[config.mk]
export PLATFORM = sky130hd
export DESIGN_NAME = mul_result_buffer
export DESIGN_NICKNAME = d
export VERILOG_FILES = /design/src/rtl/mul_result_buffer_pkg.sv /design/src/rtl/mul_result_fifo.sv /design/src/rtl/mul_result_buffer.sv
export SDC_FILE = /design/constraint.sdc
export NUM_CORES = 1
export LEC_CHECK = 0
export BUFFER_PORTS_ARGS = -buffer_cell sky130_fd_sc_hd__buf_2
export CAP_MARGIN = 15
export CORE_UTILIZATION = 53
export DETAILED_ROUTE_END_ITERATION = 7
export PLACE_DENSITY_LB_ADDON = 0.1
export SLEW_MARGIN = 10
export SYNTH_ARGS = -nofsm -noshare
export SYNTH_HDL_FRONTEND = slang
export SYNTH_SLANG_ARGS = --single-unit
[constraint.sdc]
create_clock -name clk -period 2.1 [get_ports clk]
set_clock_uncertainty 0.1 [all_clocks]
set_input_delay 0.42 -clock clk [delete_from_list [all_inputs] [get_ports clk]]
set_output_delay 0.42 -clock clk [all_outputs]
set_load 0.01 [all_outputs]
[src/rtl/mul_result_buffer_pkg.sv]
// Shared definitions for the multiplier result buffer: precision-derived
// field widths, result-flag bit positions and the issue-tag width.
package mul_result_buffer_pkg;

  // IEEE-754 field widths for the two supported precisions
  localparam int SP_EXP_W  = 8;
  localparam int SP_MANT_W = 23;
  localparam int DP_EXP_W  = 11;
  localparam int DP_MANT_W = 52;

  // Result classification flags, stored alongside each buffered result
  localparam int FLAGS_W   = 5;
  localparam int FLAG_NAN  = 4;
  localparam int FLAG_INF  = 3;
  localparam int FLAG_ZERO = 2;
  localparam int FLAG_SUB  = 1;
  localparam int FLAG_SIGN = 0;

  // Issue sequence number carried with every result
  localparam int TAG_W = 2;

  // Exponent width for the selected precision
  function automatic int exp_width(input int is_double);
    return (is_double != 0) ? DP_EXP_W : SP_EXP_W;
  endfunction

  // Stored mantissa width for the selected precision
  function automatic int mant_width(input int is_double);
    return (is_double != 0) ? DP_MANT_W : SP_MANT_W;
  endfunction

endpackage

[src/rtl/mul_result_fifo.sv]
// Result storage for the multiplier buffer: DEPTH-entry circular FIFO with
// wrapping pointers and an occupancy count. The read port is the register
// at rd_ptr, so the head entry holds steady until it is popped.
module mul_result_fifo #(
  parameter int WIDTH = 39,
  parameter int DEPTH = 4
) (
  input  logic                     clk,
  input  logic                     rst_n,
  input  logic                     wr_en,
  input  logic [WIDTH-1:0]         wr_data,
  input  logic                     rd_en,
  output logic [WIDTH-1:0]         rd_data,
  output logic [$clog2(DEPTH):0]   count
);

  localparam int PTR_W = $clog2(DEPTH);
  localparam int CNT_W = PTR_W + 1;

  logic [WIDTH-1:0] mem [DEPTH];
  logic [PTR_W-1:0] wr_ptr;
  logic [PTR_W-1:0] rd_ptr;

  // Entry storage; cleared on reset so the head reads zero afterwards
  always_ff @(posedge clk or negedge rst_n) begin
    if (!rst_n) begin
      for (int i = 0; i < DEPTH; i++) begin
        mem[i] <= '0;
      end
    end else if (wr_en) begin
      mem[wr_ptr] <= wr_data;
    end
  end

  // Pointers wrap naturally because DEPTH is a power of two
  always_ff @(posedge clk or negedge rst_n) begin
    if (!rst_n) begin
      wr_ptr <= '0;
      rd_ptr <= '0;
    end else begin
      if (wr_en) begin
        wr_ptr <= wr_ptr + PTR_W'(1);
      end
      if (rd_en) begin
        rd_ptr <= rd_ptr + PTR_W'(1);
      end
    end
  end

  // Occupancy: a simultaneous write and pop leaves the count unchanged
  always_ff @(posedge clk or negedge rst_n) begin
    if (!rst_n) begin
      count <= '0;
    end else begin
      case ({wr_en, rd_en})
        2'b10:   count <= count + CNT_W'(1);
        2'b01:   count <= count - CNT_W'(1);
        default: count <= count;
      endcase
    end
  end

  assign rd_data = mem[rd_ptr];

endmodule

[src/rtl/mul_result_buffer.sv]
// Multiplier front end with a credit-checked result FIFO. Operands pass
// straight to a 1-cycle multiplier; an operand pair is only accepted when a
// FIFO slot is guaranteed for its result, so results are never dropped.
// Each result is classified and tagged with its issue number on entry.
module mul_result_buffer
  import mul_result_buffer_pkg::*;
#(
  parameter int IS_DOUBLE   = 0,
  parameter int EXP_WIDTH   = exp_width(IS_DOUBLE),
  parameter int MANT_WIDTH  = mant_width(IS_DOUBLE),
  parameter int TOTAL_WIDTH = EXP_WIDTH + MANT_WIDTH + 1,
  parameter int DEPTH       = 4
) (
  input  logic                     clk,
  input  logic                     rst_n,
  input  logic                     in_valid,
  output logic                     in_ready,
  input  logic [TOTAL_WIDTH-1:0]   in_op1,
  input  logic [TOTAL_WIDTH-1:0]   in_op2,
  output logic [TOTAL_WIDTH-1:0]   mul_op1,
  output logic [TOTAL_WIDTH-1:0]   mul_op2,
  input  logic [TOTAL_WIDTH-1:0]   mul_result,
  output logic                     out_valid,
  input  logic                     out_ready,
  output logic [TOTAL_WIDTH-1:0]   out_result,
  output logic [FLAGS_W-1:0]       out_flags,
  output logic [TAG_W-1:0]         out_tag,
  output logic [$clog2(DEPTH):0]   count
);

  localparam int CNT_W   = $clog2(DEPTH) + 1;
  localparam int ENTRY_W = TAG_W + FLAGS_W + TOTAL_WIDTH;

  logic               accept;
  logic               pop;
  logic               inflight;
  logic [TAG_W-1:0]   inflight_tag;
  logic [TAG_W-1:0]   tag_cnt;
  logic [CNT_W:0]     credit_used;
  logic [FLAGS_W-1:0] wr_flags;
  logic [ENTRY_W-1:0] wr_entry;
  logic [ENTRY_W-1:0] rd_entry;

  // Classify a value into {nan, inf, zero, subnormal, sign}
  function automatic logic [FLAGS_W-1:0] classify(input logic [TOTAL_WIDTH-1:0] v);
    logic [EXP_WIDTH-1:0]  e;
    logic [MANT_WIDTH-1:0] m;
    logic                  exp_ones;
    logic                  exp_zero;
    logic                  mant_zero;
    logic [FLAGS_W-1:0]    f;
    e         = v[TOTAL_WIDTH-2 -: EXP_WIDTH];
    m         = v[MANT_WIDTH-1:0];
    exp_ones  = &e;
    exp_zero  = ~|e;
    mant_zero = ~|m;
    f            = '0;
    f[FLAG_NAN]  = exp_ones & ~mant_zero;
    f[FLAG_INF]  = exp_ones & mant_zero;
    f[FLAG_ZERO] = exp_zero & mant_zero;
    f[FLAG_SUB]  = exp_zero & ~mant_zero;
    f[FLAG_SIGN] = v[TOTAL_WIDTH-1];
    return f;
  endfunction

  assign mul_op1 = in_op1;
  assign mul_op2 = in_op2;

  // Slots already promised = stored results plus the one in the multiplier
  assign credit_used = {1'b0, count} + {{CNT_W{1'b0}}, inflight};
  assign in_ready    = (credit_used < (CNT_W + 1)'(DEPTH));
  assign accept      = in_valid & in_ready;

  assign out_valid = (count != '0);
  assign pop       = out_valid & out_ready;

  // Track the multiplier stage and hand out issue tags in acceptance order
  always_ff @(posedge clk or negedge rst_n) begin
    if (!rst_n) begin
      inflight     <= 1'b0;
      inflight_tag <= '0;
      tag_cnt      <= '0;
    end else begin
      inflight <= accept;
      if (accept) begin
        inflight_tag <= tag_cnt;
        tag_cnt      <= tag_cnt + TAG_W'(1);
      end
    end
  end

  // Flags are computed once, as the result enters the FIFO
  always_comb begin
    wr_flags = classify(mul_result);
    wr_entry = {inflight_tag, wr_flags, mul_result};
  end

  mul_result_fifo #(
    .WIDTH (ENTRY_W),
    .DEPTH (DEPTH)
  ) u_fifo (
    .clk     (clk),
    .rst_n   (rst_n),
    .wr_en   (inflight),
    .wr_data (wr_entry),
    .rd_en   (pop),
    .rd_data (rd_entry),
    .count   (count)
  );

  assign out_tag    = rd_entry[ENTRY_W-1 -: TAG_W];
  assign out_flags  = rd_entry[TOTAL_WIDTH +: FLAGS_W];
  assign out_result = rd_entry[TOTAL_WIDTH-1:0];

endmodule

==> out/results.tsv, run 1 <==
metric	value	unit
Peak supply drop	0.000929	V
startpoint class of the critical path	flip-flop	
via count	4234	
gpl congestion	0.719	
largest net degree at the start of global routing	65	
Worst Tran Pin Value	0.459	ns
Worst slew margin	0.691	
async set-reset flop share out of synthesis	1.00	
Worst R2R Setup Slack	0.08	ns
Routed Antenna Nets	0	
#FFs+latches synth	164	
initial core utilization	0.549	
status	finished, violations left	
share of cells above drive strength 1	0.569	
Post-Synthesis Net Count	627	
initial antenna violation count	0	
max-slew violations	0	
first-pass GRT wire length	23.6	mm
Die Wd	122	um
wl on met1	6.52	mm
initial drt markers	179	
PwrDens	1660	mW/mm^2
pre-CTS WS	0.00265	ns
min-delay src	mul_result[31]	
r2r endpoint	u_fifo.count[2]$_DFFE_PN0P_	
DR vias/cell	5.71	
Core Region	0.0140	sq mm
ys flop type	dfrtp_1	
Final Hold Fails	0	
Port Buffers	79	
First-pass DRT Iterations	4	
cell breakdown of the critical path	buf_12, buf_12, mux4_2, buf_2	
fin crit period	2.33	ns
CTS Buffer Depth	2	
final worst-path cycle share	1.11	
CP Class	reg -> out	
Synth area leaders	dfrtp_1, mux2_2, mux4_2, buf_4, buf_2	
Hold WC Path Type	in -> reg	
final hold slack	0.194	ns
Power, Total	14.4	mW
worst reg2reg startpoint	u_fifo.count[1]$_DFFE_PN0P_	
latest clock arrival within the worst-skew pair	0.42	ns
dpl hpwl	9.24	mm
Synth warnings	0	
PnR worst setup slack	-0.229	ns
Cell Area, Synth	0.00768	sq mm
Inserted Diodes	0	
Fillers	1076	
Most common cell on crit path	buf_12	
total gr overflow	0	
Synth cell types	32	
final net count	655	
Syn Inst Count	521	
CTS Buf Count	17	
DRC	0	
Site Rows	43	
Synth top area share	0.534	
post-synthesis sequential area ratio	0.534	
crit end category	output port	
vias in the first global route	4378	
Post-Syn Area per Cell	14.7	sq um
root buffer cell	clkbuf_16	
WL met3	696	um
post-synth top area cell	dfrtp_1	
RSZ-0062 raised after global routing	true	
P_leak	3.79	nW
TritonCTS clock tree	yes	
metal2 WL	7.42	mm
CTS H-tree depth	4	
max incr delay on CP	0.54	ns
Synth-to-Final Area Change	13.0	%
CP Max Fanout	12	
Die Y-Extent	122	um
endpoints failing setup	39	
GRT Total Usage	0.217	
FMAX	429	MHz
final wirelength	14.9	mm
IO Count	208	
Max Cap Viol	0	
FF-to-FF path depth	8	
slowest cell on the critical path	mux4_2	
top layer in use	met4	
hold path depth	2	
Crit path arrival time	1.81	ns
Synth top cells by count	dfrtp_1, mux2_2, buf_4	
WL per Instance	20.1	um
die area	0.0150	sq mm
EDFF count, synth	0	
failing checks	setup timing	
Worst EP required	1.58	ns
CTS sink cnt	164	
hold path endpoint	u_fifo.mem[110]$_DFFE_PN0P_	
Clk pin slew, worst setup/hold paths	0.06	ns
most common cell in the netlist	dfrtp_1	
-- metrics by stage --
| step | setup TNS, ns | cells | cell area (sq um) | util |
|---|---|---|---|---|
| global placement | -0.0250 | 703 | 7930 | 0.567 |
| CTS | -8.16 | 740 | 8620 | 0.616 |
| floorplan | 0 | 521 | 7680 | - |
| global route | -10.12 | 741 | 8680 | 0.621 |
| detailed placement | 0 | 703 | 7930 | 0.567 |
| finish | -7.34 | 741 | 8680 | 0.621 |
-- routing by layer --
metal	vias up	global-route usage
met5	-	0
li1	1874	-
met4	0	0.0793
met2	117	0.344
met1	2216	0.281
met3	27	0.0702
-- kinds of logic (layout without fill, tap and decap cells) --
logic type      count (synthesis)  after routing  share of synthesized area
mux                           172            172                      0.308
simple gates                   46             46                     0.0285
fa+ha+maj                       6              6                     0.0107
flops                         164            164                      0.534
xor+xnor                        8              8                    0.00912
compound gates                 24             24                     0.0248
buf+inv                       101            141                     0.0852
-- report_power, final --
group,internal [mW],total (mW),switching [mW],leakage (nW)
combinational,3.62,6.07,2.45,1.55
sequential,4.71,5.50,0.785,1.95
clock,1.75,2.88,1.13,0.282
-- registers in the layout, summed over array words and instances (netlist names) --
name           flops
inflight           1
u_fifo.rd_ptr      2
tag_cnt            2
inflight_tag       2
u_fifo.mem       152
u_fifo.wr_ptr      2
u_fifo.count       3
-- timing repair --
action | 4_1_cts | 5_1_grt
cloned | 2 | 0
endpoints found under the hold margin | 24 | 0
pin swaps | 0 | 0
buffers inserted | 3 | 1
setup endpoints to repair | 39 | 40
hold buffers | 1 | 0
resized for setup | 4 | 12
-- critical path, delay by kind of cell (launching register included) --
family                 cells  cell delay [ns]
muxes                      1             0.54
buffers and inverters      3             0.44
DFF                        1             0.41
-- final cells by class --
type                            count  area (sq um)  area share
Tap cell                          180           225      0.0259
Clock inverter                      3          15.0     0.00173
Inverter                            8          30.0     0.00346
Timing Repair Buffer              102           811      0.0934
Clock buffer                       28           547      0.0630
Sequential cell                   164          4110       0.473
Multi-Input combinational cell    256          2950       0.340
-- how the worst max path moves through the flow --
stage / startpoint / end / depth (start not counted)
6_report: u_fifo.rd_ptr[0]$_DFFE_PN0P_ / out_flags[4] / 4
5_1_grt: u_fifo.rd_ptr[0]$_DFFE_PN0P_ / out_result[24] / 4
4_1_cts: u_fifo.rd_ptr[0]$_DFFE_PN0P_ / out_flags[4] / 4
3_5_place_dp: mul_result[16] / u_fifo.mem[34]$_DFFE_PN0P_ / 6
3_3_place_gp: mul_result[16] / u_fifo.mem[75]$_DFFE_PN0P_ / 6
2_1_floorplan: u_fifo.count[0]$_DFFE_PN0P_ / u_fifo.count[2]$_DFFE_PN0P_ / 8
-- cells in the final DEF (no fill, tap or decap), types with 4 or more instances in the layout --
| cell | n |
|---|---|
| buf_2 | 69 |
| xnor2_1 | 4 |
| buf_12 | 11 |
| o31ai_2 | 6 |
| nand2_2 | 4 |
| buf_4 | 9 |
| nand2_1 | 21 |
| nor2_1 | 5 |
| clkbuf_8 | 8 |
| clkbuf_16 | 17 |
| xor2_1 | 4 |
| o21ai_0 | 10 |
| buf_6 | 10 |
| inv_1 | 8 |
| dfrtp_1 | 162 |
| ha_1 | 4 |
| mux2_2 | 133 |
| mux4_2 | 38 |
| nor4_1 | 6 |
No activity file was read; power rests on OpenSTA's default activity.
==> run 2: changes to the inputs <==
==> constraint.sdc (replaced) <==
create_clock -name clk -period 2.1 [get_ports clk]
set_clock_uncertainty 0.1 [all_clocks]
set_input_delay 0.42 -clock clk [delete_from_list [all_inputs] [get_ports clk]]
set_output_delay 0.42 -clock clk [all_outputs]
set_load 0.02 [all_outputs]
==> run 2 against run 1 <==
Against the previous run:
- critical endpoint unchanged
- utilization rose by 1.3 points
- routed wire length rose by 1.9%
- combinational power rose by 20%
- critical path depth did not move
- the flow still finishes with violations (setup timing)
- clock-buffer cell count rose by 1
- sequential share of layout area fell by 0.96 points
- largest cell class unchanged
==> out/results.tsv, run 2 (synthesized netlist as in run 1, its figures left out) <==
metric	value	unit	change
status	finished, violations left		
failing checks	setup timing		
met3 Use GR	0.0609		-0.00929
Routed Antenna Nets	0		unchanged
initial core utilization	0.549		unchanged
cell breakdown of the critical path	buf_6, buf_12, mux4_2, buf_6		
Most common cell on crit path	buf_6		
final core utilization	0.634		+0.0132
FF-to-FF path depth	8		unchanged
Internal	10.7	mW	+5.7%
final worst-path cycle share	1.10		-0.0128
First-pass DRT Iterations	4		unchanged
endpoints failing setup	39		unchanged
gpl congestion	0.736		+2.5%
crit end category	output port		
Synth-to-Final Area Change	15.4	%	
startpoint class of the critical path	flip-flop		
pre-CTS WS	0.0408	ns	+0.0381 ns
met1 Usage GRT	0.284		+0.00301
initial drt markers	148		-17%
FMAX	434	MHz	+1.2%
cell area after layout	0.00887	sq mm	+2.1%
Clk pin slew, worst setup/hold paths	0.06	ns	about the same
Worst Tran Pin Value	0.429	ns	-0.0297 ns
fin crit period	2.30	ns	-0.0269 ns
DR vias/cell	5.72		+0.13%
CP Max Fanout	8		-4
Die Y-Extent	122	um	unchanged
Final Hold Fails	0		unchanged
Core Region	0.0140	sq mm	unchanged
largest net degree at the start of global routing	72		+11%
Hold WC Path Type	in -> reg		
Logic pwr share	0.461		+0.041
DRC	0		unchanged
P_leak	3.85	nW	+1.7%
Psw	5.10	mW	+17%
top flop regs	u_fifo.mem x152, u_fifo.count x3		
Worst EP required	1.58	ns	about the same
via count	4268		+0.80%
share of cells above drive strength 1	0.572		+0.00381
TritonCTS clock tree	yes		
first-pass GRT wire length	23.8	mm	+0.85%
dpl hpwl	9.81	mm	+6.1%
PnR worst setup slack	-0.202	ns	+0.0269 ns
most common cell after layout, fill and taps aside	dfrtp_1		
CTS sink cnt	164		unchanged
min-delay src	mul_result[31]		
final hold slack	0.188	ns	-0.00607 ns
delay-heaviest family, CP	multiplexers		
Worst slew margin	0.714		+0.0226
CTS Buffer Depth	2		unchanged
sw frac	0.324		+0.0215
CP Class	reg -> out		
WL per Instance	20.3	um	+1.2%
max incr delay on CP	0.55	ns	about the same
GRT Total Usage	0.219		+0.00175
Crit path arrival time	1.78	ns	-0.03 ns
total gr overflow	0		unchanged
Max Cap Viol	0		unchanged
Worst R2R Setup Slack	0.11	ns	+0.03 ns
hold path endpoint	u_fifo.mem[110]$_DFFE_PN0P_		
latest clock arrival within the worst-skew pair	0.42	ns	about the same
Flop pwr share	0.351		-0.029
final net count	659		+0.61%
RSZ-0062 raised after global routing	true		
Cell Area, Placed	0.00797	sq mm	+0.50%
Die Wd	122	um	unchanged
vias in the first global route	4396		+0.41%
max-slew violations	0		unchanged
Placed Instances	704		+0.14%
initial antenna violation count	0		unchanged
busiest grt layer	met2		
die area	0.0150	sq mm	unchanged
Peak supply drop	0.000884	V	-4.8%
slowest cell on the critical path	mux4_2		
root buffer cell	clkbuf_16		
most frequent cells in the layout	dfrtp_1, mux2_2, buf_2, mux4_2, buf_6		
CTS H-tree depth	4		unchanged
Buf+Inv Stages, Crit Path	3		unchanged
Port Buffers	79		unchanged
met2 GRT Util	0.355		+0.0105
r2r endpoint	u_fifo.count[2]$_DFFE_PN0P_		
Top reg by flops	u_fifo.mem		
CTS Buf Count	17		unchanged
PwrDens	1780	mW/mm^2	+6.8%
IO Count	208		unchanged
Inserted Diodes	0		unchanged
Cell Count, Final, Fillers Out	746		+0.67%
hold path depth	2		unchanged
worst reg2reg startpoint	u_fifo.count[1]$_DFFE_PN0P_		
final wirelength	15.2	mm	+1.9%
clock network power share	0.188		-0.011
Site Rows	43		unchanged
Largest register FFs	152		unchanged
-- run 2: cell types whose count changed in the layout (fill, tap and decap cells not counted), moves of 2 or more --
cell      delta
dfrtp_2      +2
dfrtp_1      -2
buf_6       +23
buf_2       -21
clkbuf_8     -2
buf_12       +2
clkbuf_1     +3
-- run 2: layer usage --
| layer | up-vias | share of wire |
|---|---|---|
| met3 | 20 | 0.048 |
| met4 | 0 | 0.013 |
| met5 | - | 0 |
| met2 | 121 | 0.50 |
| met1 | 2238 | 0.44 |
| li1 | 1889 | - |
-- run 2: what timing repair did --
item | in CTS | in global routing
gates resized for setup | 50 | 26
setup buffers | 6 | 2
setup endpoints to repair | 39 | 41
hold buffers | 1 | 0
pin swaps | 0 | 0
gates cloned | 2 | 0
endpoints found under the hold margin | 39 | 0
-- run 2: power groups by stage --
| stage | Sequential, mW | Combinational (mW) | Clock [mW] |
|---|---|---|---|
| after floorplan | 5.28 | 4.78 | 0 |
| after global placement | 5.45 | 6.11 | 0 |
| after detailed placement | 5.58 | 6.27 | 0 |
| after CTS | 5.52 | 7.15 | 3.03 |
| after global routing | 5.70 | 7.74 | 3.17 |
| final | 5.53 | 7.27 | 2.96 |
-- run 2: per-stage QoR --
stage | TNS [ns] | total power [mW]
3_5_place_dp | 0 | 11.8
3_3_place_gp | 0 | 11.6
5_1_grt | -8.66 | 16.6
2_1_floorplan | 0 | 10.1
4_1_cts | -7.60 | 15.7
6_report | -6.37 | 15.8
-- run 2: area by class of cell --
type | count | area [sq um]
timing repair buffer | 106 | 985
tap | 180 | 225
inverter | 8 | 30.0
sequential | 164 | 4110
clock inverter | 3 | 40.0
multi-input combinational | 256 | 2950
clock buffer | 29 | 531
fill | 1065 | 5120
-- run 2: worst max-delay path by stage --
stage | startpoint | endpoint | slack, ns | cells after the start
finish | u_fifo.rd_ptr[0]$_DFFE_PN0P_ | out_flags[4] | -0.20 | 4
global route | u_fifo.rd_ptr[0]$_DFFE_PN0P_ | out_flags[4] | -0.26 | 4
CTS | u_fifo.rd_ptr[0]$_DFFE_PN0P_ | out_flags[4] | -0.22 | 4
detailed placement | u_fifo.count[0]$_DFFE_PN0P_ | u_fifo.count[2]$_DFFE_PN0P_ | 0.04 | 8
global placement | u_fifo.count[1]$_DFFE_PN0P_ | u_fifo.count[2]$_DFFE_PN0P_ | 0.1 | 8
floorplan | u_fifo.count[1]$_DFFE_PN0P_ | u_fifo.count[2]$_DFFE_PN0P_ | 0.01 | 8
==> run 3: changes to the inputs <==
--- a/config.mk
+++ b/config.mk
@@ -7,8 +7,11 @@
 export LEC_CHECK = 0
 export BUFFER_PORTS_ARGS = -buffer_cell sky130_fd_sc_hd__buf_2
 export CAP_MARGIN = 15
-export CORE_UTILIZATION = 53
+export CELL_PAD_IN_SITES_DETAIL_PLACEMENT = 2
+export CELL_PAD_IN_SITES_GLOBAL_PLACEMENT = 2
+export CORE_UTILIZATION = 38
 export DETAILED_ROUTE_END_ITERATION = 7
+export MAX_ROUTING_LAYER = met4
 export PLACE_DENSITY_LB_ADDON = 0.1
 export SLEW_MARGIN = 10
 export SYNTH_ARGS = -nofsm -noshare
==> constraint.sdc (replaced) <==
create_clock -name clk -period 2.7 [get_ports clk]
set_clock_uncertainty 0.1 [all_clocks]
set_input_delay 0.54 -clock clk [delete_from_list [all_inputs] [get_ports clk]]
set_output_delay 0.54 -clock clk [all_outputs]
set_load 0.02 [all_outputs]
==> run 3 against run 2 <==
Against the previous run:
- first-iteration DRC count shrank 16%
- highest routed layer unchanged
- critical path depth shrank 1
- sequential share of layout area grew 1.2 points
- hold slack gained 0.12 ns
- sequential power shrank 20%
- cell count grew 9.9%
- critical endpoint is now out_result[11]
- largest cell class unchanged
- combinational power shrank 34%
- non-clock buffer count shrank 12
- global-route usage shrank 2.0 points
- worst setup slack gained 0.34 ns
- the run now ends clean
==> out/results.tsv, run 3 (synthesized netlist as in run 1, its figures left out) <==
metric	value	unit	change
status	complete, no violations		
Synth-to-Final Area Change	12.6	%	
beginning of the critical path	u_fifo.rd_ptr[0]$_DFFE_PN0P_		
CP Max Fanout	13		+5
Top reg by flops	u_fifo.mem		
Worst slew margin	0.669		-0.0452
r2r endpoint	u_fifo.count[2]$_DFFE_PN0P_		
final net count	647		-1.8%
Hold WC Path Type	in -> reg		
Post-CTS Setup Bufs	0		-6
startpoint class of the critical path	flip-flop		
initial drt markers	124		-16%
max incr delay on CP	0.58	ns	+0.03 ns
worst reg2reg startpoint	u_fifo.count[0]$_DFFE_PN0P_		
initial core utilization	0.391		-0.158
CTS sink cnt	164		unchanged
TritonCTS clock tree	yes		
DRC	0		unchanged
Peak supply drop	0.000487	V	-45%
most frequent cells in the layout	dfrtp_1, mux2_2, buf_2, mux4_2, nand2_1		
DR vias/cell	5.22		-8.7%
dpl hpwl	11.6	mm	+19%
delay-heaviest family, CP	flip-flops		
Placed Instances	786		+12%
Cell Count, Final, Fillers Out	820		+9.9%
latest clock arrival within the worst-skew pair	0.42	ns	about the same
Site Rows	51		+19%
Fin Setup TNS	0	ns	+6.37 ns
gpl congestion	0.727		-1.3%
first-pass GRT wire length	29.1	mm	+22%
IO Count	208		unchanged
vias in the first global route	5023		+14%
final hold slack	0.303	ns	+0.116 ns
First-pass DRT Iterations	4		unchanged
hold path depth	2		unchanged
CTS H-tree depth	4		unchanged
largest net degree at the start of global routing	52		-28%
CTS Buffer Depth	2		unchanged
Port Buffers	79		unchanged
min-delay src	mul_result[31]		
final wirelength	18.1	mm	+19%
crit end category	output port		
WL per Instance	22.1	um	+8.5%
via count	4282		+0.33%
cell breakdown of the critical path	buf_12, mux4_2, buf_2		
Final Hold Fails	0		unchanged
initial antenna violation count	1		+1
Die Wd	144	um	+18%
Clk pin slew, worst setup/hold paths	0.06	ns	about the same
top flop regs	u_fifo.mem x152, u_fifo.count x3		
Routed Antenna Nets	0		unchanged
CP Class	reg -> out		
Crit path arrival time	1.92	ns	+0.14 ns
fin crit period	2.56	ns	
Core Region	0.0197	sq mm	+41%
FF-to-FF path depth	8		unchanged
die area	0.0208	sq mm	+39%
Worst EP required	2.06	ns	+0.48 ns
Worst Tran Pin Value	0.497	ns	+0.0678 ns
GRT Total Usage	0.199		-0.0200
Buf+Inv Stages, Crit Path	2		-1
Worst R2R Setup Slack	0.61	ns	+0.50 ns
RSZ-0062 raised after global routing	false		
final worst-path cycle share	0.948		
CTS Buf Count	17		unchanged
final core utilization	0.440		-0.194
most common cell after layout, fill and taps aside	dfrtp_1		
max-slew violations	0		unchanged
Largest register FFs	152		unchanged
P_leak	3.71	nW	-3.5%
Die Y-Extent	144	um	+18%
hold path endpoint	u_fifo.mem[149]$_DFFE_PN0P_		
root buffer cell	clkbuf_16		
endpoints failing setup	0		-100%
total gr overflow	0		unchanged
PwrDens	1360	mW/mm^2	-24%
slowest cell on the critical path	dfrtp_4		
share of cells above drive strength 1	0.558		-0.0147
Fillers	1914		+80%
Max Cap Viol	0		unchanged
FMAX	391	MHz	
==> run 3: how the worst max path moves through the flow <==
stage / endpoint / slack, ns / depth (start not counted)
2_1_floorplan: u_fifo.count[2]$_DFFE_PN0P_ / 0.51 / 8
3_3_place_gp: out_result[29] / 0.51 / 3
3_5_place_dp: out_result[1] / 0.49 / 3
4_1_cts: out_result[1] / 0.01 / 3
5_1_grt: out_result[11] / 0.06 / 3
6_report: out_result[11] / 0.14 / 3
==> run 3: layer usage <==
| layer | part of all wire | wire length [um] | vias up | track usage |
|---|---|---|---|---|
| met2 | 0.51 | 9310 | 101 | 0.331 |
| li1 | - | - | 1858 | - |
| met3 | 0.041 | 746 | 15 | 0.0500 |
| met1 | 0.43 | 7830 | 2308 | 0.238 |
| met4 | 0.012 | 210 | 0 | 0.0632 |
| met5 | 0 | 0 | - | - |
==> run 3: final cells by class <==
type,instances,area [sq um],area share
Antenna cell,1,2.50,0.000289
Clock buffer,21,460,0.0532
Clock inverter,11,150,0.0174
Inverter,8,30.0,0.00347
Multi-Input combinational cell,256,2940,0.339
Sequential cell,164,4110,0.475
Tap cell,265,332,0.0383
Timing Repair Buffer,94,629,0.0728
==> run 3: power by group <==
part | leakage (nW) | total, mW | switching [mW] | internal (mW)
sequential | 1.95 | 4.44 | 0.773 | 3.67
clock | 0.294 | 2.50 | 0.989 | 1.51
combinational | 1.47 | 4.81 | 2.29 | 2.52
==> run 3: through the flow <==
step / setup slack (ns) / cell area, sq um / power (mW)
4_1_cts: 0.0120 / 8640 / 12.0
6_report: 0.140 / 8650 / 11.7
3_3_place_gp: 0.509 / 8020 / 9.12
5_1_grt: 0.0572 / 8650 / 12.5
2_1_floorplan: 0.515 / 7680 / 7.82
3_5_place_dp: 0.491 / 8020 / 9.38
==> run 3: worst reg2reg max path, cell delays in order, from the launching register on <==
cell	delay (ns)
dfrtp_1	0.44
or3_1	0.38
and2_1	0.22
ha_1	0.24
inv_1	0.07
fa_1	0.17
xor2_1	0.14
nor2_1	0.07
xor2_1	0.14
==> run 3: timing repair <==
action                                  4_1_cts  5_1_grt
hold buffers                                  1        0
resized for setup                             0        1
hold endpoints to repair                     47        0
endpoints found under the setup margin        0        7
